==> config.mk <==
export PLATFORM = sky130hd
export DESIGN_NAME = instruction_fetch
export DESIGN_NICKNAME = d
export VERILOG_FILES = /design/src/rtl/instruction_fetch.sv
export SDC_FILE = /design/constraint.sdc
export NUM_CORES = 1
export LEC_CHECK = 0
export CORE_ASPECT_RATIO = 1.4
export CORE_MARGIN = 2
export CORE_UTILIZATION = 50
export CTS_BUF_LIST = sky130_fd_sc_hd__clkbuf_4 sky130_fd_sc_hd__clkbuf_8 sky130_fd_sc_hd__clkbuf_16
export DETAILED_ROUTE_END_ITERATION = 12
export GPL_ROUTABILITY_DRIVEN = 0
export PLACE_DENSITY_LB_ADDON = 0.25
export SYNTH_ARGS = -nofsm -noshare
export SYNTH_HDL_FRONTEND = slang
export SYNTH_SLANG_ARGS = --single-unit
==> constraint.sdc <==
create_clock -name clk -period 3.27 [get_ports clk]
set_input_delay 0.654 -clock clk [delete_from_list [all_inputs] [get_ports clk]]
set_output_delay 0.654 -clock clk [all_outputs]
set_load 0.01 [all_outputs]
==> src/rtl/instruction_fetch.sv <==
// Fetch stage: holds the PC, issues in-order word requests to instruction
// memory, and buffers returned words for the decoder. A redirect reloads the
// PC, clears the buffer and drops every response still in flight.
//
// Handshakes:
//   imem_req/imem_gnt : a request transfers in a cycle where both are high.
//   imem_rvalid       : one response per transferred request, in order.
//   id_valid/id_ready : a word transfers to the decoder in a cycle where both
//                       are high; id_valid never depends on id_ready.
`timescale 1ns/1ps

module instruction_fetch #(
  parameter logic [31:0] RESET_PC   = 32'h0000_0000,
  parameter int          FIFO_DEPTH = 2
) (
  input  logic                                clk,
  input  logic                                rst_n,
  // instruction memory side
  output logic                                imem_req,
  output logic [31:0]                         imem_addr,
  input  logic                                imem_gnt,
  input  logic                                imem_rvalid,
  input  logic [31:0]                         imem_rdata,
  // control flow change
  input  logic                                redirect_valid,
  input  logic [31:0]                         redirect_pc,
  // decoder side
  output logic                                id_valid,
  output logic [31:0]                         id_instr,
  output logic [31:0]                         id_pc,
  input  logic                                id_ready,
  // debug view of the flush FSM
  output logic                                dbg_flush,
  output logic [$clog2(FIFO_DEPTH+1)-1:0]     dbg_discard
);

  // Counters hold 0..FIFO_DEPTH; pointers index FIFO_DEPTH entries.
  localparam int            CW      = $clog2(FIFO_DEPTH + 1);
  localparam int            PW      = (FIFO_DEPTH > 1) ? $clog2(FIFO_DEPTH) : 1;
  localparam logic [CW-1:0] DEPTH_C = CW'(FIFO_DEPTH);
  localparam logic [PW-1:0] LAST_C  = PW'(FIFO_DEPTH - 1);

  typedef enum logic {
    ST_FETCH = 1'b0,
    ST_FLUSH = 1'b1
  } state_e;

  state_e        state_q;
  logic [CW-1:0] disc_q;
  logic [CW-1:0] disc_redir;

  logic [31:0]   pc_q, pc_d;
  logic [CW-1:0] out_q, out_d;
  logic [CW-1:0] cnt_q, cnt_d;

  logic [31:0]   fifo_instr_q [FIFO_DEPTH];
  logic [31:0]   fifo_pc_q    [FIFO_DEPTH];
  logic [PW-1:0] rd_q, wr_q;

  logic [31:0]   tag_q [FIFO_DEPTH];
  logic [PW-1:0] tag_rd_q, tag_wr_q;

  logic          credit_ok;
  logic          grant;
  logic          rsp;
  logic          push;
  logic          pop;
  logic [31:0]   redir_target;

  // Circular pointer increment that also works for non power-of-two depths.
  function automatic logic [PW-1:0] ptr_inc(input logic [PW-1:0] p);
    return (p == LAST_C) ? '0 : p + PW'(1);
  endfunction

  // Low two bits of the redirect target are forced to zero.
  assign redir_target = redirect_pc & ~32'h0000_0003;

  // Every in-flight request must have a guaranteed FIFO slot; a pop in the
  // same cycle does not free credit because registered counts are used.
  assign credit_ok = ({1'b0, out_q} + {1'b0, cnt_q}) < {1'b0, DEPTH_C};

  assign imem_req  = rst_n & (state_q == ST_FETCH) & ~redirect_valid & credit_ok;
  assign imem_addr = pc_q;
  assign grant     = imem_req & imem_gnt;

  // A response is only accepted while something is actually outstanding.
  assign rsp  = imem_rvalid & (out_q != '0);
  assign push = rsp & (disc_q == '0) & ~redirect_valid;
  assign pop  = id_valid & id_ready;

  // Responses still owed after this edge become garbage on a redirect.
  assign disc_redir = out_q - CW'(rsp);

  assign id_valid = (cnt_q != '0);
  assign id_instr = id_valid ? fifo_instr_q[rd_q] : '0;
  assign id_pc    = id_valid ? fifo_pc_q[rd_q]    : '0;

  assign dbg_flush   = (state_q == ST_FLUSH);
  assign dbg_discard = disc_q;

  // Next-state values for PC, outstanding-request count and buffer occupancy.
  always_comb begin
    pc_d  = pc_q;
    out_d = out_q + CW'(grant) - CW'(rsp);
    cnt_d = cnt_q + CW'(push) - CW'(pop);
    if (redirect_valid) begin
      pc_d  = redir_target;
      cnt_d = '0;
    end else if (grant) begin
      pc_d  = pc_q + 32'd4;
    end
  end

  // PC and counters.
  always_ff @(posedge clk or negedge rst_n) begin
    if (!rst_n) begin
      pc_q  <= RESET_PC;
      out_q <= '0;
      cnt_q <= '0;
    end else begin
      pc_q  <= pc_d;
      out_q <= out_d;
      cnt_q <= cnt_d;
    end
  end

  // Flush FSM: redirect wins; FLUSH drops responses until none remain owed.
  always_ff @(posedge clk or negedge rst_n) begin
    if (!rst_n) begin
      state_q <= ST_FETCH;
      disc_q  <= '0;
    end else if (redirect_valid) begin
      disc_q  <= disc_redir;
      state_q <= (disc_redir != '0) ? ST_FLUSH : ST_FETCH;
    end else begin
      case (state_q)
        ST_FLUSH: begin
          if (disc_q == '0) begin
            state_q <= ST_FETCH;
          end else if (rsp) begin
            disc_q <= disc_q - CW'(1);
          end
        end
        default: begin
          state_q <= ST_FETCH;
        end
      endcase
    end
  end

  // PC tag queue: one entry per granted request, consumed by its response.
  always_ff @(posedge clk or negedge rst_n) begin
    if (!rst_n) begin
      tag_rd_q <= '0;
      tag_wr_q <= '0;
      for (int i = 0; i < FIFO_DEPTH; i++) begin
        tag_q[i] <= '0;
      end
    end else begin
      if (grant) begin
        tag_q[tag_wr_q] <= pc_q;
        tag_wr_q        <= ptr_inc(tag_wr_q);
      end
      if (rsp) begin
        tag_rd_q <= ptr_inc(tag_rd_q);
      end
    end
  end

  // Instruction buffer towards the decoder; cleared wholesale on redirect.
  always_ff @(posedge clk or negedge rst_n) begin
    if (!rst_n) begin
      rd_q <= '0;
      wr_q <= '0;
      for (int i = 0; i < FIFO_DEPTH; i++) begin
        fifo_instr_q[i] <= '0;
        fifo_pc_q[i]    <= '0;
      end
    end else if (redirect_valid) begin
      rd_q <= '0;
      wr_q <= '0;
    end else begin
      if (push) begin
        fifo_instr_q[wr_q] <= imem_rdata;
        fifo_pc_q[wr_q]    <= tag_q[tag_rd_q];
        wr_q               <= ptr_inc(wr_q);
      end
      if (pop) begin
        rd_q <= ptr_inc(rd_q);
      end
    end
  end

endmodule
==> results.yml, run 1 <==
status:
  outcome: "finished, final reports clean"
finish:
  layout_common_cells: "223 x dfrtp_1, 163 x clkdlybuf4s50_1, 140 x nor2_1"
  layout-drive-gt1-share_pct: 18.27
  fin_util_pct: 63.87
  n_fill_cell: 1644
  seq_area_sq_mm: 0.005635
  layout.nets: 1141
  multi_input_area_sq_mm: 0.004491
  layout_commonest_cell: "dfrtp_1"
  syn_to_final_growth_pct: 25.19
  final_cell_area_sq_mm: 0.01308
  antenna_cells: 0
synth:
  synth_edf_count: 0
  synth_cells: 918
  yosysWarnings: 0
  async_flop_share_pct: 100.0
  synth_area_sq_mm: 0.01045
  synth_seq_cells: 225
  synth_ff_type: "dfrtp_1"
  syn-mean-instance-area_sq_um: 11.38
  synth.distinct_cells: 54
  yosysSeqAreaShare_pct: 53.89
power:
  power_leakage_nw: 5.706
  seq_power_share_pct: 43.2
  p_sw_w: 0.003330
  comb_power_share_pct: 32.9
  intPower_w: 0.007198
  peakVddDrop_v: 0.0004958
  swShare_pct: 31.63
  p_per_area_mw_per_mm2: 804.8
  pwr-share-clk_pct: 23.8
floorplan:
  io_pins: 171
  start_util_pct: 51.02
  row_count: 62
  die-area_sq_mm: 0.02209
  core_sq_mm: 0.02048
  fp.dieH_um: 175.0
  die_w_um: 126.2
detailed_routing:
  vias: 7392
  drt-pass1-iter-count: 5
  wire_per_inst_um: 17.25
  drc: 0
  vias_per_cell: 5.541
  postRouteAntennaNets: 0
  routed_wl_um: 23010
  drt-initial-drc-count: 489
cts:
  clock_latency_ns: 0.51
  clk_pin_slew_worst_paths_ns: 0.06
  post_cts_buffers: 0
  cts-root-buf: "clkbuf_16"
  cts_num_sinks: 225
  clock_path_buffers: 3
  cts_made_buffers: 23
  cts_tree: "yes"
  htree_levels: 1
timing:
  fmax_ghz: 0.3165
  holdWs_ns: 0.4796
  report.final.slew_viol_count: 0
  tightest_slew_ns: 0.9914
  slew-limit-headroom_pct: 33.90
  finalSetupViolations: 0
  tns_ns: 0
  hold_viol: 0
  fin_crit_ns: 3.159
  clock_skew_ns: 0.01413
  setup_ws_ns: 0.1109
  finalCritPeriodShare_pct: 96.61
global_routing:
  grt_usage_pct: 20.94
  grt_pass1_vias: 7334
  gr-total-overflow: 0
  top_usage_layer: "met2"
  global_route.usage.met2_pct: 34.59
  met3_usage_pct: 2.480
  grtUsageMet1_pct: 29.28
  grt_max_degree: 144
  antenna_found_initial: 0
  grt_first_pass_wirelength_um: 38040
critical_path:
  cp.arrival_ns: 2.51
  cp_max_fo: 3
  cp_slowest_stage_delay_ns: 0.54
  cp-start-kind: "flip-flop"
  path_cells: "and2_1, fa_1, nor4_2, and2_1, clkdlybuf4s50_1"
  critPathMostFrequentCell: "and2_1"
  cp_num_buf_inv: 1
  crit_slowest_cell: "clkdlybuf4s50_1"
  critPathKind: "reg2out"
  crit_path_end_kind: "output pin"
  cpLargestDelayFamily: "simple AND/OR/NAND/NOR gates"
  required_ns: 2.62
min_path:
  hold_path_class: "reg2reg"
place:
  dp_hpwl_um: 14730
  io_buffers: 164
  dpl_cell_area_sq_mm: 0.01234
  place_ws_ns: 0.5167
job:
  cap_violations: 0
## final timing paths
kind / to / cells after the start / start / slack (ns)
min in group asynchronous: fifo_instr_q[38] / 2 / rst_n / 0.59
setup reg to reg: tag_q[15] / 8 / cnt_q[0] / 0.67
hold reg to reg: tag_q[27] / 2 / tag_q[27] / 0.48
hold / removal: tag_q[27] / 2 / tag_q[27] / 0.48
setup / recovery: imem_req / 5 / cnt_q[0] / 0.11
max in group asynchronous: fifo_pc_q[30] / 3 / rst_n / 1.61
## power by group through the flow
stage	logic [W]	clock network, W	registers (W)
after floorplan	0.00234	0	0.00432
after global placement	0.00340	0	0.00454
after detailed placement	0.00348	0	0.00461
after CTS	0.00351	0.00257	0.00456
after global routing	0.00383	0.00269	0.00470
final	0.00347	0.00251	0.00455
## Yosys cell counts (all sizes together), types with 8 or more instances
library cell / instances / area (sq um)
dfrtp: 225 / 5630
nor2: 144 / 540.5
mux2: 121 / 1363
mux2i: 96 / 960.9
a21oi: 73 / 365.4
buf: 45 / 240.2
nand2: 37 / 138.9
o21ai: 27 / 135.1
clkbuf: 18 / 77.57
inv: 14 / 52.55
nand3: 13 / 70.07
xnor2: 11 / 96.34
and3: 10 / 63.81
nor4: 10 / 102.6
and2: 8 / 50.05
## tightest hold or removal path: cells and delay by family (launching register included)
family / cells / cell delay (ns)
AOI/OAI and AO/OA: 1 / 0.06
and+or+nand+nor: 1 / 0.05
DFF: 1 / 0.34
## routing by layer
| metal | vias up | wire length [um] |
|---|---|---|
| li1 | 3491 | - |
| met1 | 3662 | 10390 |
| met2 | 202 | 11130 |
| met3 | 37 | 1010 |
| met4 | 0 | 484 |
| met5 | - | 0 |
## kinds of logic (layout without fill, tap and decap cells)
logic type	count (synthesis)	count (layout)	share of synthesized area, %
simple gates	244	244	10.80
compound gates	132	132	7.293
fa+ha+maj	8	8	1.030
mux	217	217	22.24
other cells	1	4	0.03589
buf+inv	77	234	3.545
flops	225	225	53.89
xor+xnor	14	14	1.174
## through the flow
step,instances,total power [W]
after global placement,1293,0.007946
after global routing,1334,0.01123
after floorplan,921,0.006661
after detailed placement,1293,0.008089
after CTS,1334,0.01064
final,1334,0.01053
## area by class of cell
type | count | area share, %
flip-flops and latches | 225 | 43.08
multi-input cells | 619 | 34.33
repair buffers | 180 | 14.19
clock buffers | 35 | 5.328
well taps | 256 | 2.449
inverters | 14 | 0.4017
clock inverters | 5 | 0.2200
## what timing repair did
action / in CTS / in global routing
endpoints found under the hold margin: 12 / 0
setup endpoints to repair: 0 / 1
gates resized for setup: 0 / 1
hold buffers: 1 / 0
## sequential cells by signal, summed over array words and instances, names as in the netlist, 2 cells and up
name	count
dbg_discard	2
fifo_instr_q	64
cnt_q	2
imem_addr	30
fifo_pc_q	60
out_q	2
tag_q	60
No activity file was read; power rests on OpenSTA's default activity.
==> run 2: changes to the inputs <==
Settings changed: CTS_CLUSTER_SIZE set to 20, MAX_ROUTING_LAYER set to met4, SLEW_MARGIN set to 5.
==> run 2 against run 1 <==
Effect of this change:
- hold slack is essentially flat
- global-route usage increased by 0.64 points
- power hardly changed
- combinational power barely moved
- critical path depth is the same
- via count up 0.16%
- sequential share of layout area stayed put
- critical path type unchanged
- wire length is 0.13% lower
- highest routed layer unchanged
- final cell count is the same
==> results.yml, run 2 (same netlist as run 1, synthesis figures left out) <==
min_path:
  hp-start: "tag_q[4]"
  whs_endpoint: "tag_q[4]"
  hold_path_class: "reg2reg"
  hold_path_depth: 2
critical_path:
  path_cells: "and2_1, fa_1, nor4_2, and2_1, clkdlybuf4s50_1"
  cp.arrival_ns: 2.50
  r2r_cells: 8
  crit_path_end_kind: "output pin"
  critPathMostFrequentCell: "and2_1"
  cp_max_fo: 3
  critPathKind: "reg2out"
  r2r_start: "cnt_q[0]"
  required_ns: 2.62
  cp_slowest_stage_delay_ns: 0.54
  regToRegSetupSlack_ns: 0.68
  r2r-end: "tag_q[15]"
  crit_start: "cnt_q[0]"
  crit_slowest_cell: "clkdlybuf4s50_1"
  cp-start-kind: "flip-flop"
finish:
  syn_to_final_growth_pct: 25.19
  n_fill_cell: 1644
  top_regs: "fifo_instr_q: 64 flops, fifo_pc_q: 60 flops, tag_q: 60 flops"
  layout_common_cells: "223 x dfrtp_1, 163 x clkdlybuf4s50_1, 140 x nor2_1"
  layout_commonest_cell: "dfrtp_1"
  layout-drive-gt1-share_pct: 18.27
  top_register: "fifo_instr_q"
  final_cell_area_sq_mm: 0.01308
  largest_reg_flops: 64
  layout.nets: 1141
  antenna_cells: 0
cts:
  post_cts_buffers: 0
  clk_pin_slew_worst_paths_ns: 0.06
  htree_levels: 1
  clock_path_buffers: 3
  clock_latency_ns: 0.51
  cts_tree: "yes"
  cts_made_buffers: 23
  cts-root-buf: "clkbuf_16"
  cts_num_sinks: 225
timing:
  tightest_slew_ns: 0.9993
  clock_skew_ns: 0.01350
  setup_ws_ns: 0.1125
  fmax_ghz: 0.3167
  finalSetupViolations: 0
  finalCritPeriodShare_pct: 96.56
  hold_viol: 0
  slew-limit-headroom_pct: 33.38
  fin_crit_ns: 3.158
  report.final.slew_viol_count: 0
detailed_routing:
  postRouteAntennaNets: 0
  drt-pass1-iter-count: 5
  drc: 0
  routed_wl_um: 22980
  wire_per_inst_um: 17.23
  vias_per_cell: 5.550
  drt-initial-drc-count: 505
  vias: 7404
status:
  outcome: "finished, final reports clean"
power:
  p_per_area_mw_per_mm2: 804.6
  peakVddDrop_v: 0.0004949
  power_leakage_nw: 5.706
global_routing:
  grt_pass1_vias: 7323
  grt_usage_pct: 21.58
  grt_first_pass_wirelength_um: 38060
  antenna_found_initial: 0
  grt_max_degree: 144
  gr-total-overflow: 0
place:
  place_ws_ns: 0.5167
  io_buffers: 164
  dp_hpwl_um: 14730
  dpl_cell_area_sq_mm: 0.01234
floorplan:
  fp.dieH_um: 175.0
  die_w_um: 126.2
  row_count: 62
  io_pins: 171
  core_sq_mm: 0.02048
  die-area_sq_mm: 0.02209
  start_util_pct: 51.02
job:
  cap_violations: 0
-- run 2: cell counts in the layout (fill, tap and decap cells not counted) --
Identical to the previous run, type by type.
-- run 2: final cells by class --
type	count	area (sq um)	area share, %
Sequential cell	225	5635	43.08
Multi-Input combinational cell	619	4491	34.33
Timing Repair Buffer	180	1857	14.19
Clock buffer	35	696.9	5.328
Tap cell	256	320.3	2.449
Inverter	14	52.55	0.4017
Clock inverter	5	28.78	0.2200
-- run 2: worst max-delay path: cells and delay by family (launching register included) --
kind | cells | cell delay [ns]
buffers and inverters | 1 | 0.54
AND/OR/NAND/NOR | 3 | 0.67
flip-flops | 1 | 0.42
adder cells (fa/ha/maj) | 1 | 0.38
-- run 2: layer usage --
layer  track usage [%]  vias to the layer above  share of wire (%)
met4             6.181                        0                2.0
li1                  -                     3492                  -
met3             2.388                       37                4.8
met1             29.44                     3650                 44
met2             34.52                      225                 49
met5                 -                        -                  0
-- run 2: stage by stage --
step	util [%]	cells	TNS [ns]	hold WS, ns	total power [W]
final	63.87	1334	0	0.4798	0.01053
after global routing	63.87	1334	-0.04260	0.5038	0.01123
after CTS	63.84	1334	0	0.4832	0.01064
after detailed placement	60.25	1293	0	0.4706	0.008089
after global placement	60.25	1293	0	0.4623	0.007946
after floorplan	-	921	0	0.3584	0.006661
-- run 2: worst max-delay path by stage --
stage	end	slack (ns)	cells past startpoint
2_1_floorplan	out_q[1]	0.59	13
3_3_place_gp	imem_req	0.51	4
3_5_place_dp	imem_req	0.52	4
4_1_cts	imem_req	0.008	5
5_1_grt	imem_req	-0.04	5
6_report	imem_req	0.11	5
-- run 2: power by group --
part	switching, W	leakage [nW]	total [W]	internal, W
combinational	0.00155	2.46	0.00347	0.00191
sequential	0.000735	2.87	0.00455	0.00382
clock	0.00104	0.372	0.00251	0.00147
-- run 2: timing repair --
item,in CTS,in global routing
resized for setup,0,1
hold buffers,1,0
setup endpoints to repair,0,1
hold endpoints to repair,12,0
